--- config.mk ---
export PLATFORM = sky130hd
export DESIGN_NAME = duty_ramp
export DESIGN_NICKNAME = d
export VERILOG_FILES = /design/src/rtl/duty_ramp.sv
export SDC_FILE = /design/constraint.sdc
export NUM_CORES = 1
export LEC_CHECK = 0
export CORE_UTILIZATION = 55
export CTS_BUF_LIST = sky130_fd_sc_hd__clkbuf_4 sky130_fd_sc_hd__clkbuf_8 sky130_fd_sc_hd__clkbuf_16
export CTS_CLUSTER_SIZE = 10
export DETAILED_ROUTE_END_ITERATION = 8
export PLACE_DENSITY = 0.77
export REMOVE_ABC_BUFFERS = 1
export SLEW_MARGIN = 40
export SYNTH_ARGS = -nofsm -noshare
export SYNTH_HDL_FRONTEND = slang
export SYNTH_SLANG_ARGS = --single-unit
--- constraint.sdc ---
create_clock -name clk -period 11.51 [get_ports clk]
set_input_delay 2.302 -clock clk [delete_from_list [all_inputs] [get_ports clk]]
set_output_delay 2.302 -clock clk [all_outputs]
set_load 0.03 [all_outputs]
--- src/rtl/duty_ramp.sv ---
// Duty-cycle ramp sequencer for the PWM stage: slews duty_cycle toward a commanded
// target only at PWM period boundaries. Optional ceiling enabled by `define DUTY_LIMIT_EN.
module duty_ramp #(
    parameter int PERIOD_BITS = 8
`ifdef DUTY_LIMIT_EN
    ,
    parameter logic [9:0] MAX_DUTY = 10'd1000
`endif
) (
    input  logic       clk,
    input  logic       rst,
    input  logic       cmd_valid,
    output logic       cmd_ready,
    input  logic [9:0] cmd_target,
    input  logic [9:0] cmd_step,
    input  logic [7:0] cmd_hold,
    input  logic       abort,
    output logic [9:0] duty_cycle,
    output logic       busy,
    output logic       done
);

    typedef enum logic {IDLE, RAMP} state_t;

    state_t                 state, state_next;
    logic [PERIOD_BITS-1:0] pcnt;
    logic [9:0]             target, target_next, step, step_next, duty_next;
    logic [7:0]             hold, hold_next, hold_cnt, hold_cnt_next;
    logic                   done_next;
    logic                   boundary;
    logic [9:0]             target_in, step_in, stepped;
    logic [10:0]            up_sum, down_diff;

    assign boundary  = &pcnt;
    assign cmd_ready = (state == IDLE);
    assign busy      = (state == RAMP);
    assign step_in   = (cmd_step == 10'd0) ? 10'd1 : cmd_step;

`ifdef DUTY_LIMIT_EN
    assign target_in = (cmd_target > MAX_DUTY) ? MAX_DUTY : cmd_target;
`else
    assign target_in = cmd_target;
`endif

    // 11-bit arithmetic so neither direction can wrap past the target.
    assign up_sum    = {1'b0, duty_cycle} + {1'b0, step};
    assign down_diff = {1'b0, duty_cycle} - {1'b0, step};

    always_comb begin
        stepped = target;
        if (target > duty_cycle) begin
            stepped = (up_sum > {1'b0, target}) ? target : up_sum[9:0];
        end else if (duty_cycle >= step && down_diff[9:0] > target) begin
            stepped = down_diff[9:0];
        end
    end

    always_comb begin
        // NOTE: every output of this block gets a default first, so no path can infer a latch.
        state_next    = state;
        target_next   = target;
        step_next     = step;
        hold_next     = hold;
        hold_cnt_next = hold_cnt;
        duty_next     = duty_cycle;
        done_next     = 1'b0;
        case (state)
            IDLE: begin
                if (cmd_valid) begin
                    target_next   = target_in;
                    step_next     = step_in;
                    hold_next     = cmd_hold;
                    hold_cnt_next = cmd_hold;
                    if (target_in == duty_cycle) done_next  = 1'b1;
                    else                         state_next = RAMP;
                end
            end
            RAMP: begin
                if (abort) begin
                    state_next = IDLE;
                end else if (boundary) begin
                    if (hold_cnt != 8'd0) begin
                        hold_cnt_next = hold_cnt - 8'd1;
                    end else begin
                        hold_cnt_next = hold;
                        duty_next     = stepped;
                        if (stepped == target) begin
                            done_next  = 1'b1;
                            state_next = IDLE;
                        end
                    end
                end
            end
            default: state_next = IDLE;
        endcase
    end

    // NOTE: sequential state uses non-blocking assignments so every register samples pre-edge values.
    always_ff @(posedge clk or posedge rst) begin
        if (rst) begin
            state      <= IDLE;
            pcnt       <= '0;
            target     <= '0;
            step       <= 10'd1;
            hold       <= '0;
            hold_cnt   <= '0;
            duty_cycle <= '0;
            done       <= 1'b0;
        end else begin
            state      <= state_next;
            pcnt       <= pcnt + 1'b1;
            target     <= target_next;
            step       <= step_next;
            hold       <= hold_next;
            hold_cnt   <= hold_cnt_next;
            duty_cycle <= duty_next;
            done       <= done_next;
        end
    end

endmodule

# [Word level (Yosys, flattened, before mapping)]
# Cells that the tools add are included.
[word_totals] ff_bits=56 input_bits=32 output_inout_bits=13 elab_cells=54
[classes] add_sub_neg=4 order_cmp=4 n_eq_ne=5 mux=23 n_bitwise=3 n_reduce_logical=7
[op_table] cell="$mux W10" count=4
[op_table] cell="$mux W8" count=4
[op_table] cell="$eq A10 B10 Y1" count=2
[op_table] cell="$gt A10 B10 Y1" count=2
[op_table] cell="$pmux W8 S2" count=1
[op_table] cell="$mux W1" count=12
[op_table] cell="$add A10 B10 Y11" count=1
[op_table] cell="$gt A11 B10 Y1" count=1
[op_table] cell="$reduce_and A11 Y1" count=1
[op_table] cell="$ge A10 B10 Y1" count=1
[op_table] cell="$logic_not A10 Y1" count=1
[op_table] cell="$sub A10 B10 Y10" count=1
[op_table] cell="$add A8 B1 Y8 const B" count=1
[op_table] cell="$reduce_and A8 Y1" count=1
[op_table] cell="$reduce_bool A8 Y1" count=1
[op_table] cell="$sub A8 B1 Y8 const B" count=1
[op_table] cell="$ne A2 B2 Y1 const B" count=2
[op_table] cell="$pmux W1 S2" count=2
[op_table] cell="$not A1 Y1" count=3
[op_table] cell="$reduce_and A3 Y1" count=1
[op_table] cell="$ne A2 B1 Y1 const B" count=1
[op_table] cell="$reduce_and A2 Y1" count=1
[op_table] cell="$logic_and A1 B1 Y1" count=1

# [Depth between registers and ports, before layout]
[logic_depth] depth_word=11 depth_mapped=19 ltp_nobuf=18

# [Worst setup path after synthesis]
# No wires, ideal clock.
[synth_timing] path_kind="reg-to-reg" from="register duty_cycle[0]" to="register state (netlist: busy)" setup_ns=0.075 arrival_ns=3.837 t_required_ns=11.435 path_slack_ns=7.598 stages_incl_launch_ff=20 path_buffers=1 period_less_slack_ns=3.912 cell_sequence="dfrtp_1 -> inv_1 -> ha_1 -> inv_1 -> fa_1 -> nand3_1 -> nand2_2 -> a2111oi_0 -> a311o_1 -> ha_1 -> nand3_1 -> nor3_1 -> a31oi_1 -> o41ai_1 -> or4_4 -> buf_6 -> o22ai_4 -> a211oi_2 -> a41o_1 -> o21ai_2"
[synth_via] elab_chain_cells=11 word_cells_on_any_way=19 classes_between="add/sub (2); order compare (4); eq/ne (2); mux (10); reduce/logical (1)"
[synth_lines] item="start, declared" line="18" rtl="output logic [9:0] duty_cycle,"
[synth_lines] item="start signal, assigned" line="116" rtl="duty_cycle <= duty_next;"
[synth_lines] item="$sub A10 B10 Y10" line="47" rtl="assign down_diff = {1'b0, duty_cycle} - {1'b0, step};"
[synth_lines] item="$gt A10 B10 Y1" line="53" rtl="end else if (duty_cycle >= step && down_diff[9:0] > target) begin"
[synth_lines] item="$logic_and A1 B1 Y1" line="53"
[synth_lines] item="$mux W10" line="53"
[synth_lines] item="$mux W10" line="51" rtl="if (target > duty_cycle) begin"
[synth_lines] item="$eq A10 B10 Y1" line="87" rtl="if (stepped == target) begin"
[synth_lines] item="$mux W1" line="87"
[synth_lines] item="$mux W1" line="82" rtl="if (hold_cnt != 8'd0) begin"
[synth_lines] item="$mux W1" line="81" rtl="end else if (boundary) begin"
[synth_lines] item="$mux W1" line="79" rtl="if (abort) begin"
[synth_lines] item="$pmux W1 S2 *" line="67" rtl="case (state)"
[synth_lines] item="named net state_next" line="25" rtl="state_t state, state_next;"
[synth_lines] item="end signal, assigned" line="110" rtl="state <= state_next;"
[synth_lines] item="end, declared" line="25"
# Mark *: on every way through the listed nets, which the timed path passes. The rest lies on a longest branch.
# A chain may end at the register's enable or synchronous reset.

# [Worst setup path in the final report]
[layout_timing] from="register step[0]" to="register duty_cycle[9]"
[layout_via] elab_chain_cells=5 word_cells_on_any_way=9 classes_between="add/sub (2); order compare (3); mux (3); reduce/logical (1)"
[layout_lines] item="start, declared" line="27" rtl="logic [9:0] target, target_next, step, step_next, duty_next;"
[layout_lines] item="start signal, assigned" line="113" rtl="step <= step_next;"
[layout_lines] item="$sub A10 B10 Y10" line="47"
[layout_lines] item="$gt A10 B10 Y1" line="53"
[layout_lines] item="$logic_and A1 B1 Y1" line="53"
[layout_lines] item="$mux W10" line="53"
[layout_lines] item="$mux W10 *" line="51"
# Mark *: on every way between the ends. The rest lies on a longest branch, timed or not.

==> run_summary.xml <==
<?xml version="1.0" encoding="UTF-8"?>
<metrics>
  <group name="sta">
    <metric name="setup_viol_count_final" unit="">0</metric>
    <metric name="worst_slew_pin_slew" unit="ps">890.2</metric>
    <metric name="setup_tns" unit="ps">0</metric>
    <metric name="timing.final.hold_violations" unit="">0</metric>
    <metric name="timing.max_slew.rel_slack" unit="%">39.12</metric>
    <metric name="max_freq" unit="MHz">221.9</metric>
    <metric name="timing.final.crit_share" unit="%">39.15</metric>
    <metric name="final.min_clock_period" unit="ps">4507</metric>
    <metric name="unrepaired_setup_endpoints_after_global_routing" unit="">false</metric>
    <metric name="drv_slew" unit="">0</metric>
    <metric name="fin_skew" unit="ps">14.16</metric>
  </group>
  <group name="die">
    <metric name="die_boundary_height" unit="microns">93.34</metric>
    <metric name="fp.dieW" unit="microns">93.34</metric>
    <metric name="die-area" unit="sq um">8711</metric>
    <metric name="placementRows" unit="">32</metric>
    <metric name="start_util" unit="%">58.17</metric>
    <metric name="top_ports" unit="">45</metric>
    <metric name="core_area" unit="sq um">7888</metric>
  </group>
  <group name="worst_setup_path">
    <metric name="startpoint_type" unit="">register</metric>
    <metric name="required" unit="ps">11700</metric>
    <metric name="critPathKind" unit="">register to register</metric>
    <metric name="cp.arrival" unit="ps">4700</metric>
    <metric name="worstSetupEndpointType" unit="">register</metric>
    <metric name="critical_path.max_fanout" unit="">10</metric>
  </group>
  <group name="yosys">
    <metric name="netlist_top_cells_area" unit="">sky130_fd_sc_hd__dfrtp_1 30%, sky130_fd_sc_hd__ha_1 14%, sky130_fd_sc_hd__xnor2_1 6.7%</metric>
    <metric name="syn_inst" unit="">541</metric>
    <metric name="post_synth_num_cell_types" unit="">63</metric>
    <metric name="synth_ff_type" unit="">sky130_fd_sc_hd__dfrtp_1</metric>
    <metric name="post_synth_instance_area" unit="sq um">4588</metric>
    <metric name="synth_async_reset_ratio" unit="%">100.0</metric>
    <metric name="synth.yosys.seq_area_share" unit="%">30.57</metric>
    <metric name="synth_seq_cells" unit="">56</metric>
    <metric name="avgSynthCellArea" unit="sq um">8.481</metric>
    <metric name="netlist.area_leader.share" unit="%">30.00</metric>
    <metric name="yosys_warns" unit="">0</metric>
    <metric name="synth.largest_area_cell" unit="">sky130_fd_sc_hd__dfrtp_1</metric>
    <metric name="synth_enable_flop_cells" unit="">0</metric>
  </group>
  <group name="pwr">
    <metric name="irDropWorstVdd" unit="mV">0.07010</metric>
    <metric name="power.density" unit="nW/um^2">151.7</metric>
    <metric name="cellLeakagePower" unit="uW">0.002297</metric>
    <metric name="post_route_total_power" unit="uW">790.6</metric>
  </group>
  <group name="grt">
    <metric name="grt_overflow" unit="">0</metric>
    <metric name="antenna_found_initial" unit="">0</metric>
    <metric name="grt_use_total" unit="%">30.92</metric>
    <metric name="first_global_vias" unit="">4096</metric>
    <metric name="first_pass_grt_wire_length" unit="mm">20.51</metric>
    <metric name="largest_net_degree_at_the_start_of_global_routing" unit="">57</metric>
  </group>
  <group name="final_layout">
    <metric name="fin_cells" unit="">681</metric>
    <metric name="nNetsFinal" unit="">665</metric>
    <metric name="stdcell_area" unit="sq um">5213</metric>
    <metric name="most_common_cell_after_layout_fill_and_taps_aside" unit="">sky130_fd_sc_hd__nand2_1</metric>
    <metric name="flow.area_growth_from_synthesis" unit="%">13.61</metric>
    <metric name="fillCellCount" unit="">692</metric>
    <metric name="final_antenna_diode_count" unit="">0</metric>
    <metric name="post_route_cells_drive_above_1_share" unit="%">5.181</metric>
    <metric name="layout.cells.most_common_list" unit="">79 x sky130_fd_sc_hd__nand2_1, 55 x sky130_fd_sc_hd__dfrtp_1, 53 x sky130_fd_sc_hd__ha_1, 51 x sky130_fd_sc_hd__inv_1, 44 x sky130_fd_sc_hd__clkdlybuf4s50_1</metric>
  </group>
  <group name="routing">
    <metric name="total_via_count_after_detailed_routing" unit="">4117</metric>
    <metric name="route.detailed.drc" unit="">0</metric>
    <metric name="drt-total-wl" unit="mm">12.69</metric>
    <metric name="dr.first_iter.drc_count" unit="">344</metric>
    <metric name="final_ant_viol_nets" unit="">0</metric>
    <metric name="avgViaCountPerCell" unit="">6.046</metric>
    <metric name="routed_wire_length_per_instance" unit="microns">18.63</metric>
    <metric name="firstDrtPassIters" unit="">6</metric>
  </group>
  <group name="placement">
    <metric name="dpl_cell_area" unit="sq um">5115</metric>
    <metric name="dpl.cell_count" unit="">673</metric>
    <metric name="globalplace.congestion" unit="">0.9581</metric>
    <metric name="detailedPlacementHpwl" unit="mm">9.795</metric>
    <metric name="io_buffers" unit="">44</metric>
  </group>
  <group name="clock_tree">
    <metric name="cts_num_sinks" unit="">56</metric>
    <metric name="cts_resized" unit="">0</metric>
    <metric name="cts-buffers-inserted" unit="">5</metric>
    <metric name="cts.repair_timing.setup_buffer_count" unit="">0</metric>
    <metric name="clock-root-buffer" unit="">sky130_fd_sc_hd__clkbuf_8</metric>
    <metric name="h-tree-depth" unit="">2</metric>
    <metric name="clk-insertion-delay-late" unit="ps">340</metric>
    <metric name="clkSlewWorstSetupHoldPaths" unit="ps">130</metric>
    <metric name="cts_max_path_buffers" unit="">2</metric>
    <metric name="cts_tree" unit="">built</metric>
    <metric name="holdBufCountCts" unit="">0</metric>
  </group>
  <group name="run">
    <metric name="max-cap-violations" unit="">0</metric>
  </group>
  <group name="worst_hold_path">
    <metric name="timing.hold.worst.class" unit="">register to register</metric>
  </group>
  <group name="run_status">
    <metric name="outcome" unit="">completed</metric>
  </group>
</metrics>
[flip-flops by register name, summed over array words and instances (netlist names)]
name        flops
step           10
target         10
busy            1
duty_cycle     10
pcnt            8
hold_cnt        8
done            1
hold            8
[metrics by stage]
step / worst slack (ps) / hold WS (ps) / util [%]
final: 7003 / 486.5 / 66.09
after global routing: 6718 / 507.7 / 66.09
after CTS: 7143 / 491.4 / 66.09
after detailed placement: 7186 / 463.6 / 64.85
after global placement: 6910 / 458.9 / 64.45
after floorplan: 6663 / 440.4 / -
[report_power, final]
| group | switching [uW] | internal [uW] | leakage [uW] |
|---|---|---|---|
| logic | 241 | 163 | 0.00154 |
| registers | 32.9 | 228 | 0.000703 |
| clock network | 79.3 | 46.3 | 0.0000511 |
| total | 354 | 437 | 0.00230 |
[worst max-delay path, stage by stage, from the launching register on]
cell	delay (ps)
sky130_fd_sc_hd__dfstp_2	570
sky130_fd_sc_hd__ha_1	160
sky130_fd_sc_hd__inv_1	50
sky130_fd_sc_hd__fa_1	400
sky130_fd_sc_hd__o21bai_1	210
sky130_fd_sc_hd__nand2_1	70
sky130_fd_sc_hd__o211ai_1	180
sky130_fd_sc_hd__o22ai_1	240
sky130_fd_sc_hd__xor2_1	210
sky130_fd_sc_hd__ha_1	350
sky130_fd_sc_hd__a21o_1	170
sky130_fd_sc_hd__a211oi_1	230
sky130_fd_sc_hd__o211ai_1	130
sky130_fd_sc_hd__a21oi_1	280
sky130_fd_sc_hd__o2111ai_2	400
sky130_fd_sc_hd__nand2_2	360
sky130_fd_sc_hd__inv_1	100
sky130_fd_sc_hd__a21oi_1	170
sky130_fd_sc_hd__o21ai_1	80
[final cells by class]
type / count / area, sq um / share of cell area (%)
Clock buffer: 5 / 68.82 / 1.320
Clock inverter: 3 / 28.78 / 0.5521
Sequential cell: 56 / 1403 / 26.91
Multi-Input combinational cell: 416 / 2910 / 55.83
Inverter: 53 / 198.9 / 3.817
Timing Repair Buffer: 46 / 475.5 / 9.121
Tap cell: 102 / 127.6 / 2.448
[final timing paths]
| kind | from | end | slack (ps) | cells after the start |
|---|---|---|---|---|
| min in group asynchronous | rst | pcnt[4]$_DFF_PP0_ | 2470 | 3 |
| worst min register to register | pcnt[0]$_DFF_PP0_ | pcnt[0]$_DFF_PP0_ | 490 | 1 |
| max in group asynchronous | rst | hold_cnt[5]$_DFFE_PP0P_ | 8540 | 3 |
| worst max-delay path | step[0]$_DFFE_PP1P_ | duty_cycle[9]$_DFFE_PP0P_ | 7000 | 18 |
| worst max register to register | step[0]$_DFFE_PP1P_ | duty_cycle[9]$_DFFE_PP0P_ | 7000 | 18 |
| worst min-delay path | pcnt[0]$_DFF_PP0_ | pcnt[0]$_DFF_PP0_ | 490 | 1 |
[Yosys cell counts, drive strengths merged, types with 3 or more instances]
library cell / count
o2111ai: 3
a21oi: 29
a211o: 3
nor2b: 9
a2111oi: 4
nand3: 11
inv: 53
xnor2: 35
nor4: 7
nand2: 81
xor2: 12
a31oi: 5
o22ai: 10
nor2: 31
ha: 53
o211ai: 4
nor3: 15
buf: 7
nand3b: 3
a211oi: 9
clkbuf: 9
dfrtp: 55
o31ai: 7
nand4: 7
nand2b: 6
o21ai: 40
[per-layer routing]
layer | up-vias | wire length, microns | GRT usage (%)
met2 | 177 | 5881 | 49.75
met5 | - | 0 | 0
li1 | 1967 | - | -
met3 | 26 | 880 | 5.203
met4 | 0 | 241 | 7.179
met1 | 1947 | 5686 | 43.42
[logic make-up after synthesis]
kind of cell | Yosys count | share of synthesized area [%]
and+or+nand+nor | 175 | 17.45
AOI/OAI and AO/OA | 136 | 20.45
buffers and inverters | 69 | 6.245
DFF | 56 | 30.57
adders and majority gates | 55 | 15.33
xor gates and xnor gates | 48 | 9.463
muxes | 2 | 0.4908
Power figures use the tool's default switching activity.
==> variant, RTL diff (same settings) <==
Set the parameter `PERIOD_BITS` to 12 (it was 8).
--- a/src/rtl/duty_ramp.sv
+++ b/src/rtl/duty_ramp.sv
@@ -1,7 +1,7 @@
 // Duty-cycle ramp sequencer for the PWM stage: slews duty_cycle toward a commanded
 // target only at PWM period boundaries. Optional ceiling enabled by `define DUTY_LIMIT_EN.
 module duty_ramp #(
-    parameter int PERIOD_BITS = 8
+    parameter int PERIOD_BITS = 12
 `ifdef DUTY_LIMIT_EN
     ,
     parameter logic [9:0] MAX_DUTY = 10'd1000
Behaviour: no difference found for any inputs over 10 cycles, from zero or initial values and one cycle with rst high; that may be too few to reach the edited logic, so the function may still have changed.
==> variant against the original RTL <==
  * Synthesized area up 8.9%
  * Clock power increased by 60%
  * Total power rose by 35%
  * Sequential cell count rose by 4
  * Critical endpoint is now duty_cycle[2]
  * Routed wire length is 3.1% higher
  * Clock skew is 1.8 ps lower
  * Setup slack got worse by 34 ps
  * Cell area is 9.9% higher
==> variant: results (changes against the original RTL) <==
status complete, no violations (unchanged); Worst-path clk slew 70 ps (was 130 ps); Clock Skew 12.40 ps (was 14.16 ps); WL per Instance 17.71 um (was 18.63 um); vias in the first global route 4488 (was 4096); Avg Vias per Cell 6.122 (was 6.046); largest net degree at the start of global routing 61 (was 57); worst vdd ir 118.5 uV (was 70.10 uV); Detail Placement HPWL 9988 um (was 9795 um); max incr delay on CP 590 ps (was 570 ps); H-Tree Depth 3 (was 2); pre-CTS setup slack 7015 ps (was 7186 ps); Via Count 4524 (was 4117); relative max-transition margin 0.5206 (was 0.3912); register area share after synthesis 0.3007 (was 0.3057); first-pass GRT wire length 21560 um (was 20510 um); placed instance count 723 (was 673); initial DRC count 458 (was 344); clock buffer count from CTS 9 (was 5); Crit Path Max Fanout 15 (was 10); syn avg cell area 8.399 um^2 (was 8.481 um^2); nets@finish 713 (was 665); placer congestion estimate 0.9590 (was 0.9581); synth top area cells dfrtp_1, ha_1, nand2_1 (was dfrtp_1, ha_1, xnor2_1); Synth top cells by count nand2_1, dfrtp_1, ha_1 (unchanged)
[variant: cell types whose count changed after synthesis, moves of 5 or more]
| cell | change |
|---|---|
| a21oi_1 | +7 |
| o221ai_1 | +7 |
| clkbuf_1 | +13 |
| xor2_1 | +10 |
| o31ai_1 | -5 |
| o22ai_1 | -7 |
| nor2_1 | +9 |
| xnor3_1 | +5 |
[variant: final cells by class]
| type | instances | area (um^2) |
|---|---|---|
| Sequential cell | 60 | 1503 |
| Clock buffer | 11 | 151.4 |
| Multi-Input combinational cell | 454 | 3194 |
| Tap cell | 108 | 135.1 |
| Fill cell | 747 | 3034 |
| Inverter | 55 | 206.4 |
| Timing Repair Buffer | 46 | 479.2 |
| Clock inverter | 5 | 60.06 |
[variant: path summary, 6_finish.rpt]
path	start	endpoint	slack [ps]
hold / removal	pcnt[0]	pcnt[0]	460
hold reg to reg	pcnt[0]	pcnt[0]	460
setup / recovery	duty_cycle[4]	duty_cycle[2]	6970
min in group asynchronous	rst	duty_cycle[1]	2410
setup reg to reg	duty_cycle[4]	duty_cycle[2]	6970
max in group asynchronous	rst	hold_cnt[1]	8700
[variant: cells by family after synthesis]
kind of cell / Yosys count / share of synthesized area
AO/OA/AOI/OAI: 136 / 0.1728
XOR/XNOR: 59 / 0.1199
buffers and inverters: 81 / 0.06159
flip-flops: 60 / 0.3007
AND/OR/NAND/NOR: 198 / 0.1918
multiplexers: 6 / 0.01252
adder cells (fa/ha/maj): 55 / 0.1407
[variant: per-stage QoR]
stage	hold WS (ps)	cell area, um^2
after floorplan	422.4	4896
after global placement	434.3	5487
after detailed placement	449.0	5514
after CTS	460.1	5725
after global routing	487.9	5729
final	455.1	5729
[variant: power groups by stage]
stage	registers (mW)	logic, mW	clock network [mW]
2_1_floorplan	0.283	0.420	0
3_3_place_gp	0.290	0.542	0
3_5_place_dp	0.292	0.561	0
4_1_cts	0.288	0.567	0.205
5_1_grt	0.295	0.633	0.212
6_report	0.290	0.576	0.201
[variant: routing by layer]
| layer | global-route usage | share of wire | vias to the layer above |
|---|---|---|---|
| li1 | - | - | 2126 |
| met1 | 0.3659 | 0.41 | 2143 |
| met2 | 0.4707 | 0.47 | 199 |
| met3 | 0.04317 | 0.064 | 56 |
| met4 | 0.1584 | 0.049 | 0 |
| met5 | 0 | 0 | - |
